[config.mk]
export PLATFORM = sky130hd
export DESIGN_NAME = mdu_seq
export DESIGN_NICKNAME = d
export VERILOG_FILES = /design/src/rtl/mdu_pkg.sv /design/src/rtl/mdu_negate.sv /design/src/rtl/mdu_seq.sv
export SDC_FILE = /design/constraint.sdc
export NUM_CORES = 1
export LEC_CHECK = 0
export CAP_MARGIN = 20
export CORE_MARGIN = 2
export CORE_UTILIZATION = 61
export CTS_BUF_LIST = sky130_fd_sc_hd__clkbuf_8
export DETAILED_ROUTE_END_ITERATION = 8
export HOLD_SLACK_MARGIN = 0.05
export PLACE_DENSITY = 0.83
export REMOVE_ABC_BUFFERS = 1
export SYNTH_ARGS = -nofsm -noshare
export SYNTH_HDL_FRONTEND = slang
export SYNTH_SLANG_ARGS = --single-unit
[constraint.sdc]
create_clock -name i_clk -period 8.8 [get_ports i_clk]
set_input_delay 1.32 -clock i_clk [delete_from_list [all_inputs] [get_ports i_clk]]
set_output_delay 1.32 -clock i_clk [all_outputs]
set_load 0.1 [all_outputs]
[src/rtl/mdu_pkg.sv]
// Shared definitions for the Small-MIPS multiply/divide unit:
// op codes, FSM state encoding and op-class helpers.
package mdu_pkg;

   localparam logic [2:0] MULT  = 3'b000;
   localparam logic [2:0] MULTU = 3'b001;
   localparam logic [2:0] DIV   = 3'b010;
   localparam logic [2:0] DIVU  = 3'b011;
   localparam logic [2:0] MTHI  = 3'b100;
   localparam logic [2:0] MTLO  = 3'b101;

   localparam logic [1:0] IDLE = 2'b00;
   localparam logic [1:0] CALC = 2'b01;
   localparam logic [1:0] FIX  = 2'b10;

   // MULT/MULTU/DIV/DIVU all have op[2] clear; the signed ones also have op[0] clear.
   function automatic logic isIterOp(input logic [2:0] op);
      return (op[2] == 1'b0);
   endfunction

   function automatic logic isSignedOp(input logic [2:0] op);
      return (op[2] == 1'b0) && (op[0] == 1'b0);
   endfunction

endpackage

[src/rtl/mdu_negate.sv]
// Conditional two's-complement negate, used both for operand magnitudes
// and for restoring the sign of the final product/quotient/remainder.
module mdu_negate #(
   parameter int WIDTH = 32
) (
   input  logic             en_i,
   input  logic [WIDTH-1:0] val_i,
   output logic [WIDTH-1:0] val_o
);

   assign val_o = en_i ? (~val_i + WIDTH'(1)) : val_i;

endmodule

[src/rtl/mdu_seq.sv]
// Iterative multiply/divide unit owning the HI/LO pair: shift-add multiply,
// restoring divide, one iteration per cycle, sign fix-up in a final cycle.
module mdu_seq
   import mdu_pkg::*;
#(
   parameter int WIDTH = 32
) (
   input  logic             i_clk,
   input  logic             i_rst,
   input  logic             i_start,
   input  logic [2:0]       i_op,
   input  logic [WIDTH-1:0] i_op1,
   input  logic [WIDTH-1:0] i_op2,
   output logic             o_busy,
   output logic             o_done,
   output logic             o_dz,
   output logic [WIDTH-1:0] o_hi,
   output logic [WIDTH-1:0] o_lo
);

   localparam int CNT_W = $clog2(WIDTH + 1);

   logic [1:0]       state_q, state_d;
   logic [CNT_W-1:0] cnt_q, cnt_d;
   logic             isDiv_q, isDiv_d;
   logic             resNeg_q, resNeg_d;
   logic             remNeg_q, remNeg_d;
   logic             divZero_q, divZero_d;
   logic [WIDTH-1:0] accHi_q, accHi_d;
   logic [WIDTH-1:0] accLo_q, accLo_d;
   logic [WIDTH-1:0] opB_q, opB_d;
   logic [WIDTH-1:0] op1Raw_q, op1Raw_d;
   logic [WIDTH-1:0] hi_q, hi_d;
   logic [WIDTH-1:0] lo_q, lo_d;
   logic             busy_q, busy_d;
   logic             done_q, done_d;
   logic             dz_q, dz_d;

   logic             signedOp;
   logic [WIDTH-1:0] absOp1, absOp2;
   logic [WIDTH:0]   mulSum;
   logic [WIDTH:0]   remShift, remDiff;
   logic [2*WIDTH-1:0] prodFixed;
   logic [WIDTH-1:0] quoFixed, remFixed;

   assign signedOp = isSignedOp(i_op);

   mdu_negate #(.WIDTH(WIDTH)) uAbsOp1 (
      .en_i (signedOp & i_op1[WIDTH-1]),
      .val_i(i_op1),
      .val_o(absOp1)
   );

   mdu_negate #(.WIDTH(WIDTH)) uAbsOp2 (
      .en_i (signedOp & i_op2[WIDTH-1]),
      .val_i(i_op2),
      .val_o(absOp2)
   );

   mdu_negate #(.WIDTH(2*WIDTH)) uFixProd (
      .en_i (resNeg_q),
      .val_i({accHi_q, accLo_q}),
      .val_o(prodFixed)
   );

   mdu_negate #(.WIDTH(WIDTH)) uFixQuo (
      .en_i (resNeg_q),
      .val_i(accLo_q),
      .val_o(quoFixed)
   );

   mdu_negate #(.WIDTH(WIDTH)) uFixRem (
      .en_i (remNeg_q),
      .val_i(accHi_q),
      .val_o(remFixed)
   );

   // Multiply keeps the multiplier in accLo and shifts the partial product in from the top;
   // divide keeps the dividend/quotient in accLo and the remainder in accHi.
   assign mulSum   = {1'b0, accHi_q} + (accLo_q[0] ? {1'b0, opB_q} : '0);
   assign remShift = {accHi_q, accLo_q[WIDTH-1]};
   assign remDiff  = remShift - {1'b0, opB_q};

   always_comb begin
      state_d   = state_q;
      cnt_d     = cnt_q;
      isDiv_d   = isDiv_q;
      resNeg_d  = resNeg_q;
      remNeg_d  = remNeg_q;
      divZero_d = divZero_q;
      accHi_d   = accHi_q;
      accLo_d   = accLo_q;
      opB_d     = opB_q;
      op1Raw_d  = op1Raw_q;
      hi_d      = hi_q;
      lo_d      = lo_q;
      busy_d    = busy_q;
      done_d    = 1'b0;
      dz_d      = dz_q;

      case (state_q)
         IDLE: begin
            if (i_start && isIterOp(i_op)) begin
               state_d   = CALC;
               cnt_d     = CNT_W'(WIDTH);
               busy_d    = 1'b1;
               dz_d      = 1'b0;
               isDiv_d   = i_op[1];
               resNeg_d  = signedOp & (i_op1[WIDTH-1] ^ i_op2[WIDTH-1]);
               remNeg_d  = signedOp & i_op1[WIDTH-1];
               divZero_d = i_op[1] && (i_op2 == '0);
               accHi_d   = '0;
               accLo_d   = absOp1;
               opB_d     = absOp2;
               op1Raw_d  = i_op1;
            end else if (i_start && (i_op == MTHI)) begin
               hi_d = i_op1;
            end else if (i_start && (i_op == MTLO)) begin
               lo_d = i_op1;
            end
         end

         CALC: begin
            if (isDiv_q) begin
               if (!remDiff[WIDTH]) begin
                  accHi_d = remDiff[WIDTH-1:0];
                  accLo_d = {accLo_q[WIDTH-2:0], 1'b1};
               end else begin
                  accHi_d = remShift[WIDTH-1:0];
                  accLo_d = {accLo_q[WIDTH-2:0], 1'b0};
               end
            end else begin
               accHi_d = mulSum[WIDTH:1];
               accLo_d = {mulSum[0], accLo_q[WIDTH-1:1]};
            end
            cnt_d = cnt_q - CNT_W'(1);
            if (cnt_q == CNT_W'(1)) begin
               state_d = FIX;
            end
         end

         FIX: begin
            state_d = IDLE;
            busy_d  = 1'b0;
            done_d  = 1'b1;
            if (isDiv_q && divZero_q) begin
               lo_d = '1;
               hi_d = op1Raw_q;
               dz_d = 1'b1;
            end else if (isDiv_q) begin
               lo_d = quoFixed;
               hi_d = remFixed;
            end else begin
               hi_d = prodFixed[2*WIDTH-1:WIDTH];
               lo_d = prodFixed[WIDTH-1:0];
            end
         end

         default: begin
            state_d = IDLE;
            busy_d  = 1'b0;
         end
      endcase
   end

   always_ff @(posedge i_clk or posedge i_rst) begin
      if (i_rst) begin
         state_q   <= IDLE;
         cnt_q     <= '0;
         isDiv_q   <= 1'b0;
         resNeg_q  <= 1'b0;
         remNeg_q  <= 1'b0;
         divZero_q <= 1'b0;
         accHi_q   <= '0;
         accLo_q   <= '0;
         opB_q     <= '0;
         op1Raw_q  <= '0;
         hi_q      <= '0;
         lo_q      <= '0;
         busy_q    <= 1'b0;
         done_q    <= 1'b0;
         dz_q      <= 1'b0;
      end else begin
         state_q   <= state_d;
         cnt_q     <= cnt_d;
         isDiv_q   <= isDiv_d;
         resNeg_q  <= resNeg_d;
         remNeg_q  <= remNeg_d;
         divZero_q <= divZero_d;
         accHi_q   <= accHi_d;
         accLo_q   <= accLo_d;
         opB_q     <= opB_d;
         op1Raw_q  <= op1Raw_d;
         hi_q      <= hi_d;
         lo_q      <= lo_d;
         busy_q    <= busy_d;
         done_q    <= done_d;
         dz_q      <= dz_d;
      end
   end

   assign o_busy = busy_q;
   assign o_done = done_q;
   assign o_dz   = dz_q;
   assign o_hi   = hi_q;
   assign o_lo   = lo_q;

endmodule

# Yosys cells after proc, flatten, opt, wreduce, memory -nomap -nowiden
# Index checks and enable logic that the tools add are counted.
[word_totals]
ff_bits = 207
input_bits = 70
out_inout_bits = 67
elab_cells = 100
[op_classes]
add_sub_neg = 8
eq_ne = 12
mux = 36
n_bitwise = 12
reduce_logical = 17
[op_table]
columns = ["op", "count"]
rows = [
  ["$mux 32", 19],
  ["$pmux 32 s2", 4],
  ["$add 32x1->32 const B", 4],
  ["$not 32->32", 4],
  ["$add 64x1->64 const B", 1],
  ["$mux 64", 1],
  ["$not 64->64", 1],
  ["$add 32x32->33", 1],
  ["$sub 33x32->33", 1],
  ["$logic_not 32->1", 1],
  ["$ne 2x2->1 const B", 7],
  ["$pmux 6 s2", 1],
  ["$reduce_and 2->1", 4],
  ["$eq 3x3->1 const B", 2],
  ["$eq 6x1->1 const B", 1],
  ["$logic_and 1x1->1", 6],
  ["$mux 6", 1],
  ["$reduce_and 3->1", 2],
  ["$sub 6x1->6 const B", 1],
  ["$mux 1", 5],
  ["$mux 2", 2],
  ["$pmux 1 s2", 2],
  ["$pmux 2 s2", 1],
  ["$reduce_and 4->1", 1],
  ["7 further kinds", 12],
]

# Depth between registers and ports, before layout
[depth]
ltp_word = 6
ltp_mapped = 14
ltp_nobuf = 13

# Modules after synthesis
# From an unflattened synthesis, not the netlist that was laid out.
[unflattened]
hier_cells = 2218
hier_area_um2 = 18245.0
[by_module_without_submodules]
columns = ["module", "n_inst", "cells_per_inst", "area_each_um2", "seq_area_each_um2"]
rows = [
  ["mdu_seq", 1, 1616, 13487.9, 5180.0],
  ["mdu_negate (uAbsOp1 ...)", 4, 99, 777.0, 0.0],
  ["mdu_negate (uFixProd)", 1, 206, 1649.1, 0.0],
]

# Least setup slack after synthesis
# Ideal clock, no wire load.
[synth_path]
path_kind = "input port to flip-flop"
from = "input i_op1[4]"
to = "register accLo_q[31]"
setup_ns = 0.077
arrival_time_ns = 3.506
required_ns = 8.723
setup_slack_ns = 5.217
stages = 10
path_buffers = 2
cell_sequence = "buf_2 or4_1 or4_1 buf_2 nor3_2 nand2_1 or3_1 a21oi_1 a211oi_1 a21oi_1"
[synth_via]
elab_chain_len = 5
[synth_lines]
columns = ["item", "line_no", "source"]
rows = [
  ["start: declaration", "mdu_seq.sv:12", "input logic [WIDTH-1:0] i_op1,"],
  ["$not 32->32", "mdu_negate.sv:11", "assign val_o = en_i ? (~val_i + WIDTH'(1)) : val_i;"],
  ["$add 32x1->32", "mdu_negate.sv:11", ""],
  ["$mux 32", "mdu_negate.sv:11", ""],
  ["$mux 32", "mdu_seq.sv:103", "if (i_start && isIterOp(i_op)) begin"],
  ["$pmux 32 s2", "mdu_seq.sv:101", "case (state_q)"],
  ["end signal: assignment", "mdu_seq.sv:191", "accLo_q <= accLo_d;"],
  ["end: declaration", "mdu_seq.sv:30", "logic [WIDTH-1:0] accLo_q, accLo_d;"],
]
# No other way between the ends. The select of a mux whose other input is x is not followed.
# A chain may end at the register's enable or synchronous reset.

# Final worst setup path
[layout_path]
from = "register accLo_q[0]"
to = "register accHi_q[26]"
[layout_via]
elab_chain_len = 4
[layout_lines]
columns = ["item", "line_no", "source"]
rows = [
  ["$mux 32", "mdu_seq.sv:80", "assign mulSum = {1'b0, accHi_q} + (accLo_q[0] ? {1'b0, opB_q} : '0);"],
  ["$add 32x32->33", "mdu_seq.sv:80", ""],
  ["$mux 32", "mdu_seq.sv:124", "if (isDiv_q) begin"],
  ["$pmux 32 s2", "mdu_seq.sv:101", ""],
  ["end signal: assignment", "mdu_seq.sv:190", "accHi_q <= accHi_d;"],
  ["end: declaration", "mdu_seq.sv:29", "logic [WIDTH-1:0] accHi_q, accHi_d;"],
]
# No other way between the ends.

==> results by group <==
Place
  • PortBufs: 136
  • Post-DP HPWL: 34.6 mm
  • Gp weighted congestion: 0.999
  • Place WS: 4410 ps

Floorplan
  • Die area: 27600 µm²
  • IO Pins: 137
  • Starting Density: 61.8%
  • Die X: 166 µm
  • Die height: 166 µm
  • Row Count: 59
  • Core ar.: 26000 µm²

Routing
  • Via density per instance: 6.55
  • Total number of vias: 15800
  • Detailed Routing Iterations Pass 1: 8
  • Post-Route WL: 48.6 mm
  • WL/cell: 20.2 µm
  • DRC Markers: 0
  • Initial DRC Count: 2022
  • Routed Antenna Nets: 0

STA
  • RSZ-0062 raised after global routing: no
  • Slew HR: 28.7%
  • Final setup viols: 0
  • Pin slew with the least headroom to its limit: 1070 ps
  • PnR worst setup slack: 4350 ps
  • Skew final: 34.2 ps
  • Final Critical Period: 4450 ps
  • Max Clk Rate: 225 MHz
  • Pins Over Slew Limit: 0
  • Hold Violations, Final: 0
  • Final worst-path cycle share: 50.5%

Final layout
  • Share of cells above drive strength 1: 5.45%
  • Multi-input logic area: 10100 µm²
  • Area added between synthesis and finish: 12.9%
  • FF/Latch Area: 5180 µm²
  • Final nets: 2196
  • Fillers: 2120

Synth
  • Post-synth EDFFs: 0
  • Top area cells in the synthesized netlist: dfrtp_1 (32%), nand2_1 (6.9%), o21ai_0 (6.8%), ha_1 (5.5%), xnor2_1 (5.4%)
  • Post-synthesis register bit count: 207
  • Register area share after synthesis: 32.3%
  • Count leader, synth: nand2_1
  • Share of flip-flops with an asynchronous set or reset: 100%
  • Synth Cell Area: 16100 µm²
  • Commonest cells post-synth: nand2_1 (294), o21ai_0 (219), dfrtp_1 (207)
  • Post-Synthesis Cells: 1987
  • Area leader, netlist: dfrtp_1
  • YS warnings: 0
  • Yosys top cell area share: 32.3%
  • Syn_area_per_cell: 8.08 µm²
  • Main synth FF type: dfrtp_1
  • Netlist cell types: 91

CTS
  • Clk pin slew, worst setup/hold paths: 60 ps
  • CTS tree: yes
  • Resized cells post-CTS: 0
  • Clock root buffer: clkbuf_8
  • TritonCTS Sinks: 207
  • Number of H-tree levels: 2
  • Cts hold-fix bufs: 0
  • Skew-Pair Late Insertion Delay: 570 ps
  • Num CTS Buffers: 39
  • Clock Tree Buf Depth: 3
  • Setup bufs post-CTS: 0

Global routing
  • GR Util All Layers: 34.6%
  • Initial antenna violation count: 1
  • Global-route wire length before repair: 78.9 mm
  • Vias in the first global route: 15200
  • Remaining global-route overflow: 0
  • Largest net degree at the start of global routing: 86

Critical path
  • WP data arrival: 4810 ps
  • CP Capture Type: flop
  • Critical path fanouts, max: 31
  • Critical path type: reg2reg
  • Worst EP required: 9160 ps
  • CP Launch Type: flop

Hold path
  • Worst hold path class: reg2reg

Status
  • Status: finished clean

Job
  • Max Cap Violations: 0
==> final timing paths <==
path,from,endpoint,slack [ps],cells past startpoint
hold / removal,o_lo[25],o_lo[25],470,2
hold reg to reg,o_lo[25],o_lo[25],470,2
setup / recovery,accLo_q[0],accHi_q[26],4350,12
setup reg to reg,accLo_q[0],accHi_q[26],4350,12
max in group asynchronous,i_rst,accLo_q[23],6200,3
min in group asynchronous,i_rst,accHi_q[9],1240,2
==> critical path: stages, from the launching register on <==
cell and delay [ps]:
dfrtp_1 450, inv_1 790, nor2_1 140, ha_1 400, a2111oi_0 740, a211oi_1 130
o41ai_1 170, a31oi_1 310, o211ai_1 400, a21oi_1 190, o22ai_1 190, xor2_1 180
o221ai_1 140
==> sequential cells by signal (all words and copies together), names as in the netlist, 2 cells and up <==
signal    flops
op1Raw_q     32
accLo_q      32
cnt_q         6
o_hi         32
opB_q        32
accHi_q      32
o_lo         32
state_q       2
==> metal layers <==
| layer | vias up | global-route usage (%) | wire, µm |
|---|---|---|---|
| met5 | - | 0 | 0 |
| met4 | 0 | 15.6 | 2010 |
| met3 | 150 | 5.22 | 4050 |
| met2 | 839 | 56.4 | 22400 |
| met1 | 7482 | 45.8 | 20100 |
| li1 | 7321 | - | - |
==> metrics by stage <==
stage	TNS [ps]	hold WS [ps]	util, %	std cells	cell area [µm²]
2_1_floorplan	-67270	439	-	1860	15500
3_5_place_dp	0	465	67.0	2348	17400
5_1_grt	0	497	69.7	2409	18100
6_report	0	473	69.8	2410	18100
3_3_place_gp	0	450	67.0	2348	17400
4_1_cts	0	478	69.7	2409	18100
==> logic make-up (layout without fill, tap and decap cells) <==
kind of cell             count (synthesis)  after routing  synth area share (%)
other                                    0              1                     0
AND/OR/NAND/NOR                        640            640                  18.9
flip-flops                             207            207                  32.3
AO/OA/AOI/OAI                          646            646                  25.1
buffers and inverters                  199            286                  5.36
XOR/XNOR                               165            165                  9.05
multiplexers                            58             58                  3.62
adder cells (fa/ha/maj)                 72             72                  5.70
==> cells in the final DEF (no fill, tap or decap), types with 33 or more instances in the layout <==
cell type,Yosys,final
mux2i_1,57,57
o21ai_0,219,219
dfrtp_1,207,206
xnor2_1,99,99
o211ai_1,38,38
clkdlybuf4s50_1,0,136
clkbuf_8,2,46
xor2_1,65,64
a21oi_1,126,126
nand3_1,33,33
nor2_1,121,120
inv_1,72,80
nand2_1,294,294
o22ai_1,34,34
ha_1,70,70
==> cell type report <==
type	count	area share, %
Clock inverter	15	0.393
Multi-Input combinational cell	1581	55.5
Timing Repair Buffer	153	8.21
Inverter	72	1.53
Tap cell	335	2.31
Sequential cell	207	28.6
Antenna cell	1	0.0138
Clock buffer	46	3.49
Power is not shown: default switching activity piles up to over one toggle a cycle in this logic, so the estimate is an artifact.
